$ cat src/rtl/pes_half_adder.sv
// rtl/pes_half_adder.sv - 1-bit half adder with registered copy and saturating carry counter
//
// The combinational sum/carry are the arithmetic reference. They are driven
// straight from i_a/i_b, so they ignore clock, enable and reset. Registered
// copies and a carry-event counter are provided for timing closure and statistics.
//
// Ports:
//   i_clk        clock, rising edge
//   i_rst_n      asynchronous active-low reset; clears the registered outputs and the counter
//   i_a, i_b     addends
//   i_en         capture the registered outputs and allow the counter to increment
//   i_cnt_clr    synchronous counter clear; takes priority over increment
//   o_sum        combinational i_a ^ i_b
//   o_carry      combinational i_a & i_b
//   o_sum_q      registered sum, loaded when i_en=1
//   o_carry_q    registered carry, loaded when i_en=1
//   o_carry_cnt  saturating count of enabled cycles with carry=1

module pes_half_adder #(
  parameter int CNT_W = 8
) (
  input  logic             i_clk,
  input  logic             i_rst_n,
  input  logic             i_a,
  input  logic             i_b,
  input  logic             i_en,
  input  logic             i_cnt_clr,
  output logic             o_sum,
  output logic             o_carry,
  output logic             o_sum_q,
  output logic             o_carry_q,
  output logic [CNT_W-1:0] o_carry_cnt
);

  localparam logic [CNT_W-1:0] CNT_MAX = '1;

  logic             sum_c;
  logic             carry_c;
  logic             sum_d,   sum_q;
  logic             carry_d, carry_q;
  logic [CNT_W-1:0] cnt_d,   cnt_q;

  // {carry,sum} is the 2-bit result of a 1-bit add.
  assign sum_c   = i_a ^ i_b;
  assign carry_c = i_a & i_b;

  assign o_sum   = sum_c;
  assign o_carry = carry_c;

  always_comb begin
    sum_d   = sum_q;
    carry_d = carry_q;
    if (i_en) begin
      sum_d   = sum_c;
      carry_d = carry_c;
    end
  end

  // A clear wins over an increment. The counter holds at all ones instead of wrapping.
  always_comb begin
    cnt_d = cnt_q;
    if (i_cnt_clr) begin
      cnt_d = '0;
    end else if (i_en && carry_c && (cnt_q != CNT_MAX)) begin
      cnt_d = cnt_q + 1'b1;
    end
  end

  always_ff @(posedge i_clk or negedge i_rst_n) begin
    if (!i_rst_n) begin
      sum_q   <= 1'b0;
      carry_q <= 1'b0;
      cnt_q   <= '0;
    end else begin
      sum_q   <= sum_d;
      carry_q <= carry_d;
      cnt_q   <= cnt_d;
    end
  end

  assign o_sum_q     = sum_q;
  assign o_carry_q   = carry_q;
  assign o_carry_cnt = cnt_q;

endmodule

$ cat config.mk
export PLATFORM = sky130hd
export DESIGN_NAME = pes_half_adder
export DESIGN_NICKNAME = d
export VERILOG_FILES = /design/src/rtl/pes_half_adder.sv
export SDC_FILE = /design/constraint.sdc
export NUM_CORES = 1
export LEC_CHECK = 0
export ABC_AREA = 1
export CORE_AREA = 2 2 42 44
export CTS_BUF_LIST = sky130_fd_sc_hd__clkbuf_16
export CTS_CLUSTER_SIZE = 30
export DETAILED_ROUTE_END_ITERATION = 16
export DIE_AREA = 0 0 44 46
export GPL_ROUTABILITY_DRIVEN = 0
export GPL_TIMING_DRIVEN = 0
export PLACE_DENSITY = 0.7
export SKIP_CTS_REPAIR_TIMING = 1
export SYNTH_ARGS = -nofsm -noshare
export SYNTH_HDL_FRONTEND = slang
export SYNTH_SLANG_ARGS = --single-unit
$ cat constraint.sdc
create_clock -name i_clk -period 1.5 [get_ports i_clk]
set_clock_uncertainty 0.2 [all_clocks]
set_input_delay 0.3 -clock i_clk [delete_from_list [all_inputs] [get_ports i_clk]]
set_output_delay 0.3 -clock i_clk [all_outputs]
set_load 0.005 [all_outputs]
==> results by group <==
Run status
  – Status: finished with violations
  – Failing checks: setup timing

Critical path
  – Worst r2r dst: o_carry_cnt[6]
  – Worst EP required: 1.42 ns
  – CP Launch Type: register
  – Slowest cell on crit path: dfrtp_1
  – R2R Setup Slk: -0.06 ns
  – Reg2reg start: o_carry_cnt[0]
  – Worst path bufs/invs: 2
  – Crit. Startpoint: o_carry_cnt[0]
  – Cell family with most CP delay: simple AND/OR/NAND/NOR gates
  – Crit end category: register
  – Critical path's largest stage delay: 0.41 ns
  – Worst Path Class, Setup: register to register
  – Worst r2r path cells: 10
  – Stages on the worst setup path: 10
  – Setup crit end: o_carry_cnt[6]
  – Critical Path, Cell by Cell: buf_6, ha_4, nand2_4, nor2_4, nand2_2, nand2_2, nand2_4, clkinv_4, nand2_1, nand2_1
  – CP max FO: 6
  – Crit path DAT: 1.49 ns

Logic synthesis
  – Distinct cells, synth: 18
  – Commonest cells post-synth: nand2_1 (25), inv_1 (11), dfrtp_1 (10)
  – Ys async rst share: 100%
  – Synth area leader: dfrtp_1
  – Seq cells post-synth: 10
  – Count leader, synth: nand2_1
  – Yosys warns: 0
  – Area contributors post-synth: dfrtp_1 (42%), nand2_1 (16%), nand3_1 (7.5%)
  – Number of synthesized flops with an enable pin: 0
  – Top-area cell type share of the netlist area: 41.7%
  – Synth Area per Inst: 7.51 um^2
  – Post-Syn Area: 601 um^2
  – Synth Instances: 80
  – Synthesized Nets: 88
  – Main synth FF type: dfrtp_1
  – Register area share after synthesis: 41.7%

Die
  – Top Ports: 18
  – Number of cell rows: 15
  – Die height: 46 um
  – Initial Util: 37.2%
  – DIE WIDTH: 44 um
  – Die ar.: 2020 um^2
  – Core area: 1610 um^2

Detailed routing
  – DRC violations left: 0
  – Total Routed Length: 1670 um
  – First drt pass iteration count: 4
  – Post-DRT Antenna Nets: 0
  – DR WL/cell: 13.0 um
  – Total number of vias: 651
  – Vias per cell: 5.09
  – DR iter-0 viols: 24

Clocking
  – CTS Buf Count: 3
  – Latest clock arrival within the worst-skew pair: 0.23 ns
  – CTS max path bufs: 2
  – Clk sinks: 10
  – Reg clk slew, reported paths: 0.04 ns
  – CTS tree: yes
  – CTS root buf: clkbuf_16
  – Max H-tree Level: 1

Global routing
  – Grt ovf: 0
  – Overall Global Routing Usage: 15.4%
  – Largest net degree at the start of global routing: 11
  – Initial antenna violation count: 0
  – Vias in the first global route: 535
  – First-pass GRT wire length: 2240 um

Pwr
  – Pwr dens: 839 nW/um^2
  – Total power: 0.877 mW
  – Leakage: 0.677 nW
  – Peak supply drop: 0.498 mV

Timing
  – Final hold viol count: 0
  – Slew Limit Headroom: 67.6%
  – Worst hold slack: 0.199 ns
  – Setup WS post-layout: -0.0634 ns
  – Fmax: 640 MHz
  – Setup TNS: -0.301 ns
  – Max Slew Vio Count: 0
  – Minimum clock period: 1.56 ns
  – Slew @ Worst Pin: 0.485 ns
  – Final Setup Violations: 6
  – Period utilization: 104%
  – Unrepaired setup endpoints after global routing: true

Layout
  – Ant diodes: 0
  – Net count, final: 121
  – Share of layout cells above drive strength 1: 30.6%
  – Layout area overhead: 74.0%
  – Fillers: 124
  – Fin cells: 128

Placement
  – Setup slack at placement: -0.521 ns
  – Dpl cells: 114
  – Post-DP HPWL: 1000 um
  – Port bufs: 17

Job
  – # Max-Cap Violations: 0

Hold path
  – Worst min path class: primary input to asynchronous set/reset pin
sequential cells by signal (all words and copies together), names as in the netlist:
register,flops
o_carry_cnt,8
o_sum_q,1
o_carry_q,1
worst register-to-register path: stages (launching register included):
cell	delay, ns
dfrtp_1	0.41
buf_6	0.14
ha_4	0.16
nand2_4	0.07
nor2_4	0.05
nand2_2	0.06
nand2_2	0.06
nand2_4	0.11
clkinv_4	0.09
nand2_1	0.06
nand2_1	0.04
where the power goes:
group	switching, mW	internal, mW
Sequential	0.00939	0.284
Clock	0.116	0.345
Combinational	0.0582	0.0643
through the flow:
step | instance area (um^2) | util [%]
final | 1040 | 64.7
after global routing | 1040 | 64.7
after CTS | 867 | 53.7
after detailed placement | 792 | 49.1
after global placement | 792 | 49.1
after floorplan | 601 | -
how the worst min path moves through the flow:
stage / startpoint / end / cells past startpoint
floorplan: i_rst_n / o_carry_cnt[0] / 0
finish: i_rst_n / o_carry_q / 1
detailed placement: o_sum_q / o_sum_q / 1
global route: i_rst_n / o_carry_q / 1
global placement: o_sum_q / o_sum_q / 1
CTS: i_rst_n / o_carry_cnt[6] / 1
cell usage in the layout (no fill, tap or decap), types with 2 or more instances in the layout:
| cell | instances |
|---|---|
| clkdlybuf4s50_1 | 3 |
| nand2_2 | 5 |
| dfrtp_1 | 7 |
| nand2_1 | 21 |
| dlymetal6s2s_1 | 13 |
| inv_1 | 11 |
| clkbuf_16 | 3 |
| o21bai_1 | 3 |
| buf_4 | 10 |
| nor2_1 | 5 |
| a21oi_1 | 2 |
| nand2_4 | 2 |
| nand3_1 | 9 |
| dfrtp_2 | 3 |
| ha_4 | 2 |
logic make-up (layout without fill, tap and decap cells):
logic type               after synthesis  in the layout  synth area share, %
AO/OA/AOI/OAI                          9              9                 9.37
flip-flops                            10             10                 41.7
multiplexers                           1              1                 1.87
adder cells (fa/ha/maj)                2              2                 4.17
buffers and inverters                 12             43                 8.33
AND/OR/NAND/NOR                       45             45                 33.1
XOR/XNOR                               1              1                 1.46
metal layers:
| metal | routed length, um | track usage (%) | vias up |
|---|---|---|---|
| met5 | 0 | 0 | - |
| met4 | 57 | 10.3 | 0 |
| met3 | 85 | 4.76 | 7 |
| met2 | 790 | 24.1 | 26 |
| met1 | 734 | 18.1 | 297 |
| li1 | - | - | 321 |
layout make-up:
| class | count | area (um^2) | area share (%) |
|---|---|---|---|
| Inverter | 12 | 50.0 | 4.79 |
| Multi-Input combinational cell | 58 | 360 | 34.5 |
| Clock buffer | 3 | 75.1 | 7.19 |
| Timing Repair Buffer | 28 | 284 | 27.2 |
| Tap cell | 17 | 21.3 | 2.04 |
| Sequential cell | 10 | 254 | 24.3 |
Power figures use the tool's default switching activity.
